File: config.mk
export PLATFORM = sky130hd
export DESIGN_NAME = rule_set_intersect
export DESIGN_NICKNAME = d
export VERILOG_FILES = /design/src/rtl/rule_pkg.sv /design/src/rtl/rule_set_intersect.sv
export SDC_FILE = /design/constraint.sdc
export NUM_CORES = 1
export LEC_CHECK = 0
export ABC_AREA = 1
export CORE_MARGIN = 3
export CORE_UTILIZATION = 52
export DETAILED_ROUTE_END_ITERATION = 8
export HOLD_SLACK_MARGIN = 0.1
export MAX_ROUTING_LAYER = met4
export PLACE_DENSITY = 0.85
export SLEW_MARGIN = 30
export SYNTH_ARGS = -nofsm -noshare
export SYNTH_HDL_FRONTEND = slang
export SYNTH_SLANG_ARGS = --single-unit
export TNS_END_PERCENT = 10
File: constraint.sdc
create_clock -name clk -period 5.25 [get_ports clk]
set_clock_uncertainty 0.1 [all_clocks]
set_input_delay 1.05 -clock clk [delete_from_list [all_inputs] [get_ports clk]]
set_output_delay 1.05 -clock clk [all_outputs]
set_load 0.005 [all_outputs]
File: src/rtl/rule_pkg.sv
// rule_pkg: rule-ID set geometry and intersect FSM encoding, shared with the SP/DP range match trees
package rule_pkg;
  localparam int NUM_RULE_ID    = 8;
  localparam int RULE_ID_WIDTH  = 3;
  localparam int SLOT_W         = 1 + RULE_ID_WIDTH;
  localparam int SET_W          = NUM_RULE_ID * SLOT_W;
  localparam int SLOT_VALID_OFF = 0;
  localparam int SLOT_ID_OFF    = 1;
  typedef enum logic [1:0] {IDLE, MERGE, DONE} isect_state_t;
endpackage

File: src/rtl/rule_set_intersect.sv
// rule_set_intersect: merge-intersects two sorted rule-ID sets, reporting set, match, best ID and count
// Ports: clk/reset (sync, active-high); in_valid/in_ready + set_a/set_b input handshake;
//        out_valid/out_ready + out_set/out_match/out_best/out_count registered result handshake.
module rule_set_intersect #(
  parameter int NUM_RULE_ID   = rule_pkg::NUM_RULE_ID,
  parameter int RULE_ID_WIDTH = rule_pkg::RULE_ID_WIDTH,
  parameter int SET_W         = NUM_RULE_ID * (1 + RULE_ID_WIDTH)
) (
  input  logic                               clk,
  input  logic                               reset,
  input  logic                               in_valid,
  output logic                               in_ready,
  input  logic [SET_W-1:0]                   set_a,
  input  logic [SET_W-1:0]                   set_b,
  output logic                               out_valid,
  input  logic                               out_ready,
  output logic [SET_W-1:0]                   out_set,
  output logic                               out_match,
  output logic [RULE_ID_WIDTH-1:0]           out_best,
  output logic [$clog2(NUM_RULE_ID+1)-1:0]   out_count
);
  import rule_pkg::*;
  localparam int SLOT_BITS = 1 + RULE_ID_WIDTH;
  localparam int PTR_W = $clog2(NUM_RULE_ID) + 1;
  localparam int CNT_W = $clog2(NUM_RULE_ID + 1);
  localparam logic [PTR_W-1:0] PTR_END = PTR_W'(NUM_RULE_ID);
  isect_state_t r_state, w_next;
  logic [SET_W-1:0] r_a, r_b, r_set;
  logic [RULE_ID_WIDTH-1:0] r_best, w_ida, w_idb;
  logic [CNT_W-1:0] r_cnt;
  logic [PTR_W-1:0] r_pa, r_pb, w_pa_n, w_pb_n;
  logic [SLOT_BITS-1:0] w_na, w_nb;
  logic w_va, w_vb, w_hit, w_adv_a, w_adv_b, w_empty;
  // Slot 0 sits at the top of the vector, so slot k starts SLOT_BITS*k bits below the MSB.
  always_comb begin
    w_na = r_a[SET_W-1-SLOT_BITS*int'(r_pa[PTR_W-2:0]) -: SLOT_BITS];
    w_nb = r_b[SET_W-1-SLOT_BITS*int'(r_pb[PTR_W-2:0]) -: SLOT_BITS];
    w_va = w_na[SLOT_BITS-1-SLOT_VALID_OFF];
    w_vb = w_nb[SLOT_BITS-1-SLOT_VALID_OFF];
    w_ida = w_na[SLOT_BITS-1-SLOT_ID_OFF -: RULE_ID_WIDTH];
    w_idb = w_nb[SLOT_BITS-1-SLOT_ID_OFF -: RULE_ID_WIDTH];
    w_hit = w_va && w_vb && w_ida == w_idb;
    w_adv_a = !w_va || w_hit || (w_vb && w_ida < w_idb);
    w_adv_b = !w_vb || w_hit || (w_va && w_ida > w_idb);
    w_pa_n = r_pa + PTR_W'(w_adv_a);
    w_pb_n = r_pb + PTR_W'(w_adv_b);
  end
  // Valid slots are right-justified, so a set is empty exactly when its last slot is invalid.
  assign w_empty = !set_a[SLOT_BITS-1-SLOT_VALID_OFF] || !set_b[SLOT_BITS-1-SLOT_VALID_OFF];
  always_comb begin
    w_next = r_state;
    in_ready = r_state == IDLE;
    out_valid = r_state == DONE;
    case (r_state)
      IDLE:    if (in_valid) w_next = w_empty ? DONE : MERGE;
      MERGE:   if (w_pa_n == PTR_END || w_pb_n == PTR_END) w_next = DONE;
      DONE:    if (out_ready) w_next = IDLE;
      default: w_next = IDLE;
    endcase
  end
  always_ff @(posedge clk) begin
    if (reset) begin
      r_state <= IDLE;
      r_a <= '0;
      r_b <= '0;
      r_set <= '0;
      r_best <= '0;
      r_cnt <= '0;
      r_pa <= '0;
      r_pb <= '0;
    end else begin
      r_state <= w_next;
      if (r_state == IDLE && in_valid) begin
        r_a <= set_a;
        r_b <= set_b;
        r_set <= '0;
        r_best <= '0;
        r_cnt <= '0;
        r_pa <= '0;
        r_pb <= '0;
      end else if (r_state == MERGE) begin
        r_pa <= w_pa_n;
        r_pb <= w_pb_n;
        if (w_hit) begin
          r_set <= {r_set[SET_W-SLOT_BITS-1:0], 1'b1, w_ida};
          r_cnt <= r_cnt + CNT_W'(1);
          if (r_cnt == '0) r_best <= w_ida;
        end
      end
    end
  end
  assign out_set = r_set;
  assign out_match = r_cnt != '0;
  assign out_best = r_best;
  assign out_count = r_cnt;
endmodule

* Yosys cells after proc, flatten, opt, wreduce, memory -nomap -nowiden
Index checks and enable logic that the tools add are counted.
** Cells by class
- Divide/modulo/power cells :: 0
- Multipliers :: 0
- Multiplexer cells :: 5
- Bitwise operators :: 0
- Shift operators :: 2
- Reductions and logical operators :: 22
- Add/subtract/negate cells :: 5
- Eq/ne operators :: 8
- Magnitude comparators :: 2
** Operators with widths (number)
- variable part select 35 x 6 -> 4 bit :: 2
- subtractor 5 x 5 -> 6 bit, first input constant :: 2
- adder 4 x 1 -> 4 bit :: 2
- == test 4 bit, second input constant :: 2
- two-way mux 2 bit :: 4
- logical OR 1 bit :: 6
- case mux 2 bit (3 select lines) :: 1
- AND reduction 3 bit :: 2
- logical AND 1 bit :: 5
- adder 4 x 1 -> 4 bit, second input constant :: 1
- zero test 1 bit :: 4
- zero test 4 bit :: 1
- != test 2 bit, second input constant :: 2
- nonzero test 4 bit :: 1
- == test 3 bit :: 1
- greater-than comparator 3 bit :: 1
- less-than comparator 3 bit :: 1
- == test 2 x 1 -> 1 bit, second input constant :: 1
- == test 2 bit, second input constant :: 1
- zero test 2 bit :: 1
- != test 2 x 1 -> 1 bit, second input constant :: 1
- AND reduction 2 bit :: 1
- OR reduction 2 bit :: 1
** Storage, ports and cells
- Latch bits :: 0
- Memories :: 0
- Memory bits (writable) :: 0
- Output and inout bits :: 42
- Flip-flop bits (word level) :: 113
- ROM bits :: 0
- Input port bits :: 68

* Longest topological paths before layout
Gate-level depths: netlist of run 1.
- Depth after elaboration :: 11
- Depth in mapped cells :: 22
- Depth with buffers taken out :: 21

* Worst setup path after synthesis of run 1
OpenSTA, ideal clock, no wires.
- Path type :: register to register
- From :: reg r_pb[0]
- To :: reg r_state[0]
- Arrival time :: 2.751 ns
- Setup slack :: 2.289 ns
- Data required time :: 5.040 ns
- Setup time :: 0.110 ns
- Stages on the path, launching flop included :: 19
- Clock period less this slack :: 2.961 ns
- Cells stage by stage :: dfxtp_1 > buf_4 > clkbuf_1 > o21ai_0 > o221ai_1 > o21ai_0 > ha_1 > a21oi_1 > o21ai_0 > nor2_1 > o21ai_0 > ha_1 > or2_2 > a21oi_1 > nand3_1 > nand3_1 > o31ai_1 > nand2_1 > inv_1
** On the way
- Cells in the longest elaborated chain, start to end :: 11
** RTL lines
- from (decl) :: RTL line rule_set_intersect.sv:31 : logic [PTR_W-1:0] r_pa, r_pb, w_pa_n, w_pb_n;
- from (signal assigned) :: RTL line rule_set_intersect.sv:83 : r_pb <= w_pb_n;
- parallel branches: the longest is 8 deep, another holds subtractor 5 x 5 -> 6 bit
- logical OR 1 bit (*) :: RTL line rule_set_intersect.sv:56 : MERGE: if (w_pa_n == PTR_END || w_pb_n == PTR_END) w_next = DONE;
- != test 2 bit (no source line) (*)
- AND reduction 3 bit (no source line) (*)
- to (signal assigned) :: RTL line rule_set_intersect.sv:72 : r_state <= w_next;
- to (decl) :: RTL line rule_set_intersect.sv:27 : isect_state_t r_state, w_next;
Every way passes the cells marked *.
A chain may end at the register's enable or synchronous reset.

* Final worst setup path of run 1
- From :: reg r_pa[0]
- To :: reg r_set[13], in the netlist out_set[13]
** On the way
- Cells in the longest elaborated chain, start to end :: 5
** RTL lines
- from (decl) :: RTL line rule_set_intersect.sv:31
- from (signal assigned) :: RTL line rule_set_intersect.sv:82 : r_pa <= w_pa_n;
- subtractor 5 x 5 -> 6 bit :: RTL line rule_set_intersect.sv:36 : w_na = r_a[SET_W-1-SLOT_BITS*int'(r_pa[PTR_W-2:0]) -: SLOT_BITS];
- variable part select 35 x 6 -> 4 bit :: RTL line rule_set_intersect.sv:36
- via w_na[1] :: RTL line rule_set_intersect.sv:32 : logic [SLOT_BITS-1:0] w_na, w_nb;
- == test 3 bit :: RTL line rule_set_intersect.sv:42 : w_hit = w_va && w_vb && w_ida == w_idb;
- logical AND 1 bit :: RTL line rule_set_intersect.sv:42
- AND reduction 2 bit (no source line)
- to (signal assigned) :: RTL line rule_set_intersect.sv:85 : r_set <= {r_set[SET_W-SLOT_BITS-1:0], 1'b1, w_ida};
- to (decl) :: RTL line rule_set_intersect.sv:28 : logic [SET_W-1:0] r_a, r_b, r_set;
The timed path passes the listed nets, and every way through them passes these cells.

==> run summary, run 1 <==
Clock slew at the register clock pins of the worst setup and hold paths -> 0.05 ns
Overall power -> 2.387 mW
Worst skew pair latency -> 0.52 ns
Horiz. Die Dim -> 103.0 um
Initial DRC Count -> 372
# H-tree levels -> 4
1st-pass router iterations -> 5
Port bufs -> 109
R2R cell count -> 13
Hold Path Depth -> 2
Clock network power share -> 47.8%
Largest net degree at the start of global routing -> 82
Gate Count Post-Synth -> 681
Post-Syn Area -> 0.004895 sq mm
Setup TNS -> 0 ns
Hold Vio Cnt, Final -> 0
Critical path type -> register to register
Switching Share -> 24.89%
Post-synth cell types -> 37
Post-route clock period utilization -> 74.83%
EDFF count, synth -> 0
Initial antenna violation count -> 0
Critical path peak fanout -> 40
Finish-stage setup viols -> 0
Syn nets -> 758
Most common cell after layout, fill and taps aside -> nor2_1
RSZ-0062 raised after global routing -> false
Status -> completed
Combinational share of power -> 12.4%
Int Pwr -> 1.793 mW
Leakage -> 2.786 nW
Share of the synthesized area in the top cell type -> 46.22%
Crit path DAT -> 4.23 ns
Post-synthesis sequential area ratio -> 46.22%
I/O pins -> 110
Commonest non-fill, non-tap cells in the layout -> 200 x nor2_1, 118 x o21ai_0, 113 x dfxtp_1, 109 x clkdlybuf4s50_1, 52 x nand2_1
Slew Viols, Final -> 0
Syn Area/Cell -> 7.188 sq um
Sequential power share -> 39.8%
Total number of vias -> 4875
HPWL Detailed -> 8408 um
Post-DRT Antenna Nets -> 0
Top post-synthesis cells by area -> dfxtp_1 46%, nor2_1 15%, o21ai_0 12%
CTS Buf Count -> 17
Clock sinks -> 113
Slew margin rel. -> 45.97%
#FFs+latches synth -> 113
Post-CTS setup buffers -> 0
Global-route wire length before repair -> 21160 um
Residual DRC -> 0
Startpoint Class -> register
Detailed Route WL -> 12890 um
# resized after CTS -> 0
Maximum vdd drop -> 0.2445 mV
Syn. warnings -> 0
Clk buf depth -> 2
Die ar. -> 0.01061 sq mm
CP required -> 5.55 ns
Vias in the first global route -> 4633
Via density per instance -> 5.478
Layout cells sized above 1 -> 7.161%
DIE HEIGHT -> 103.0 um
Hold_buf cts -> 0
Root Driver -> clkbuf_8
Core area -> 0.008934 sq mm
Inserted Diodes -> 0
Final Critical Period -> 3.929 ns
Total global-route track usage -> 26.08%
Max frequency -> 254.5 MHz
Area delta synth->final -> 33.31%
MaxCap Viol Count -> 0
Fillers -> 668
Fin nets -> 847
WL/cell -> 14.48 um
Actual slew at the worst max-slew pin -> 0.8085 ns
Critical Path Sink Type -> register
CTS tree -> built
Pwr dens -> 365.8 mW/mm^2
Gpl congestion -> 0.8691
Primary FF master, synth -> dfxtp_1
Total grt overflow -> 0
Switch Pwr -> 594.0 uW
Initial core utilization -> 54.79%
Rows -> 34
Synth area leader -> dfxtp_1
HP Class -> register to register
Synth async-reset ratio -> 0%
## area by class of cell
class,count,area [sq um],area share (%)
clock buffer,21,459.2,7.037
clock inverter,10,133.9,2.052
inverter,49,188.9,2.895
multi-input combinational,478,2240,34.32
sequential,113,2262,34.67
tap,108,135.1,2.071
timing repair buffer,111,1106,16.95
## layer usage
layer  share of wire, %  vias to the layer above  GRT usage (%)
met5                  0                        -              -
met4                2.3                        0          9.761
met3                6.6                       28          6.428
met2                 51                      182          43.86
met1                 40                     2275          30.04
li1                   -                     2390              -
## state kept, by name, indices dropped and copies added (netlist names)
register	count
out_best	3
out_count	4
out_set	32
r_a	32
r_b	32
r_pa	4
r_pb	4
r_state	2
## cells by family after synthesis
family	after synthesis	share of synthesized area, %
simple gates	291	24.11
xor+xnor	3	0.5369
buf+inv	90	8.026
flops	113	46.22
compound gates	175	18.81
fa+ha+maj	9	2.301
## synthesized netlist by cell type (2+ instances only)
master    instances
nand3_2           2
dfxtp_1         113
xnor2_1           2
o21ai_1           9
o22ai_1           6
nor2_1          200
inv_2             6
o21ai_0         118
buf_4             5
nand2_2           4
a31oi_1           2
nand3_1          25
buf_2            11
buf_1             2
nor2_4            3
a21oi_1          30
nand2_1          52
o221ai_1          2
ha_1              9
inv_1            41
a21oi_2           4
clkbuf_1         20
## path summary, 6_finish.rpt
check                           startpoint           to  slack, ns
worst max-delay path               r_pa[0]  out_set[13]       1.32
worst min-delay path                r_b[3]       r_b[3]       0.36
worst max register to register     r_pa[0]  out_set[13]       1.32
worst min register to register      r_b[3]       r_b[3]       0.36
## metrics by stage
step	setup slack, ns	cell area (sq um)	hold WS, ns	util [%]	instances
global route	0.9218	6525	0.3749	73.04	890
floorplan	2.289	4895	0.3292	-	681
CTS	1.358	6525	0.3570	73.04	890
finish	1.321	6525	0.3610	73.04	890
detailed placement	1.478	5932	0.3471	66.40	859
global placement	1.683	5929	0.3384	66.37	859
## critical path, cell delays in order (launching register included)
cell     delay, ns
dfxtp_1       0.74
inv_2         0.26
o21ai_0       0.27
nand3_1       0.10
nand2_1       0.14
inv_1         0.08
ha_1          0.31
nand3_1       0.13
nor2_2        0.16
nand3_2       0.12
nor2_4        0.63
inv_2         0.45
nor2_1        0.23
nor2_1        0.08
## power by group through the flow
stage          Combinational (mW)  Sequential [mW]  Clock [mW]
4_1_cts                     0.295            0.949        1.15
3_5_place_dp                0.287            0.965           0
5_1_grt                     0.336            0.955        1.19
2_1_floorplan               0.191            0.952           0
3_3_place_gp                0.277            0.964           0
6_report                    0.296            0.950        1.14
Power figures use the tool's default switching activity.
==> inputs of run 2 (changes only) <==
- CORE_UTILIZATION: 52 -> 50
- PLACE_DENSITY: 0.85 -> 0.82
- clock period: 5.25 -> 3.9 ns (I/O delays scaled with it)
==> run summary, run 2 (synthesis results as in run 1) <==
Status -> completed
Critical path peak fanout -> 20
Die ar. -> 0.01101 sq mm
Detailed Route WL -> 12600 um
Final std cells w/o fill -> 910
Maximum vdd drop -> 0.2744 mV
Critical-path top delay cell -> dfxtp_1
CP required -> 4.19 ns
Fin nets -> 849
RSZ-0062 raised after global routing -> false
Clk buf depth -> 2
Post-DRT Antenna Nets -> 0
Hold Path Depth -> 2
CP peak stage delay -> 0.75 ns
Vias in the first global route -> 4639
Most common cell after layout, fill and taps aside -> nor2_1
R2R Setup Slk -> 0.39 ns
Initial antenna violation count -> 0
Leakage -> 2.808 nW
Global-route wire length before repair -> 21230 um
Largest net degree at the start of global routing -> 82
Commonest non-fill, non-tap cells in the layout -> 200 x nor2_1, 118 x o21ai_0, 112 x dfxtp_1, 109 x clkdlybuf4s50_1, 52 x nand2_1
WL/cell -> 13.84 um
Port bufs -> 109
Total number of vias -> 4832
DIE HEIGHT -> 104.9 um
Final setup margin -> 0.3870 ns
Critical Path Sink Type -> register
Layout cells sized above 1 -> 7.042%
Gpl congestion -> 0.8474
Total global-route track usage -> 23.93%
Horiz. Die Dim -> 104.9 um
Clock slew at the register clock pins of the worst setup and hold paths -> 0.06 ns
Cells along the critical path -> inv_4 -> o21ai_0 -> o221ai_1 -> o21ai_0 -> ha_1 -> nand3_1 -> inv_1 -> a21oi_1 -> o21ai_0 -> ha_1 -> ha_1 -> xnor2_1 -> nand3_1 -> nand3_1 -> o31ai_1 -> nand2_1 -> inv_1
Pre-CTS WS -> 0.3588 ns
Reg-to-reg endpoint -> r_state[0]
Rows -> 35
Pwr dens -> 493.2 mW/mm^2
Crit path DAT -> 3.80 ns
Hold_buf cts -> 0
Via density per instance -> 5.310
1st-pass router iterations -> 7
Hold WS -> 0.3627 ns
Final Critical Period -> 3.513 ns
HPWL Detailed -> 8491 um
Dpl cells -> 882
Startpoint Class -> register
Initial core utilization -> 52.23%
Post-route clock period utilization -> 90.08%
Post-CTS setup buffers -> 0
Setup TNS -> 0 ns
Worst skew pair latency -> 0.50 ns
Core area -> 0.009371 sq mm
WHS Endpoint -> r_a[23]
Residual DRC -> 0
CTS tree -> built
Multi-input gate area -> 0.002240 sq mm
Fillers -> 762
Clock sinks -> 113
Critical path type -> register to register
FF/Latch Area -> 0.002263 sq mm
# H-tree levels -> 4
MaxCap Viol Count -> 0
Finish-stage setup viols -> 0
Reg-to-Reg Start -> r_pb[0]
Area delta synth->final -> 34.38%
Initial DRC Count -> 352
Root Driver -> clkbuf_8
I/O pins -> 110
Min-delay src -> r_a[23]
Max frequency -> 284.7 MHz
Slew Viols, Final -> 0
Total grt overflow -> 0
R2R cell count -> 17
Inserted Diodes -> 0
Hold Vio Cnt, Final -> 0
Slew margin rel. -> 52.10%
HP Class -> register to register
CTS Buf Count -> 17
Actual slew at the worst max-slew pin -> 0.7168 ns
run 2: cell count changes in the layout (fill, tap and decap cells not counted):
cell | previous run | this run
buf_4 | 2 | 4
clkinv_2 | 4 | 2
clkinvlp_4 | 2 | 0
bufinv_16 | 3 | 4
clkbuf_8 | 4 | 5
clkinv_4 | 1 | 0
dfxtp_1 | 113 | 112
dfxtp_2 | 0 | 1
inv_1 | 40 | 41
inv_2 | 6 | 5
run 2: worst max-delay path by stage:
stage | cells past startpoint | endpoint | start
6_report | 17 | r_state[0] | r_pb[0]
4_1_cts | 20 | r_state[0] | r_pa[1]
2_1_floorplan | 18 | r_state[0] | r_pb[0]
3_3_place_gp | 20 | r_state[0] | r_pa[1]
3_5_place_dp | 20 | r_state[0] | r_pa[1]
5_1_grt | 17 | r_state[0] | r_pb[0]
run 2: repair_timing:
item | 4_1_cts | 5_1_grt
hold endpoints to repair | 0 | 0
setup endpoints to repair | 0 | 2
resized for setup | 0 | 1
run 2: layout make-up:
type | instances | share of cell area [%]
Sequential cell | 113 | 34.41
Multi-Input combinational cell | 478 | 34.05
Timing Repair Buffer | 113 | 17.04
Clock buffer | 22 | 7.190
Inverter | 49 | 2.872
Tap cell | 129 | 2.454
Clock inverter | 6 | 1.978
run 2: per-stage QoR:
| stage | utilization [%] | area, sq um | power (mW) |
|---|---|---|---|
| floorplan | - | 4895 | 1.539 |
| global placement | 63.71 | 5971 | 1.670 |
| detailed placement | 63.74 | 5973 | 1.683 |
| CTS | 70.17 | 6576 | 3.260 |
| global route | 70.19 | 6578 | 3.377 |
| finish | 70.19 | 6578 | 3.244 |
run 2: report_power, final:
part | switching [mW] | internal (mW) | total [mW]
clock | 0.487 | 1.09 | 1.58
sequential | 0.0435 | 1.24 | 1.28
combinational | 0.226 | 0.163 | 0.390
run 2: layer usage:
metal / vias up / share of wire [%] / global-route usage (%)
met2: 176 / 50 / 40.38
met1: 2241 / 42 / 28.39
met5: - / 0 / -
met3: 26 / 5.3 / 5.003
met4: 0 / 2.3 / 8.247
li1: 2389 / - / -
run 2: worst max-delay path, delay by kind of cell, from the launching register on:
| kind | cells | cell delay (ns) |
|---|---|---|
| xor+xnor | 1 | 0.21 |
| simple gates | 4 | 0.42 |
| buf+inv | 3 | 0.29 |
| fa+ha+maj | 3 | 0.74 |
| flops | 1 | 0.75 |
| compound gates | 6 | 0.90 |
==> inputs of run 3 (changes only) <==
- ABC_CLOCK_PERIOD_IN_PS: default -> 3900
==> results of run 3 <==
Final layout, timing and power as in run 2 (identical DEF).
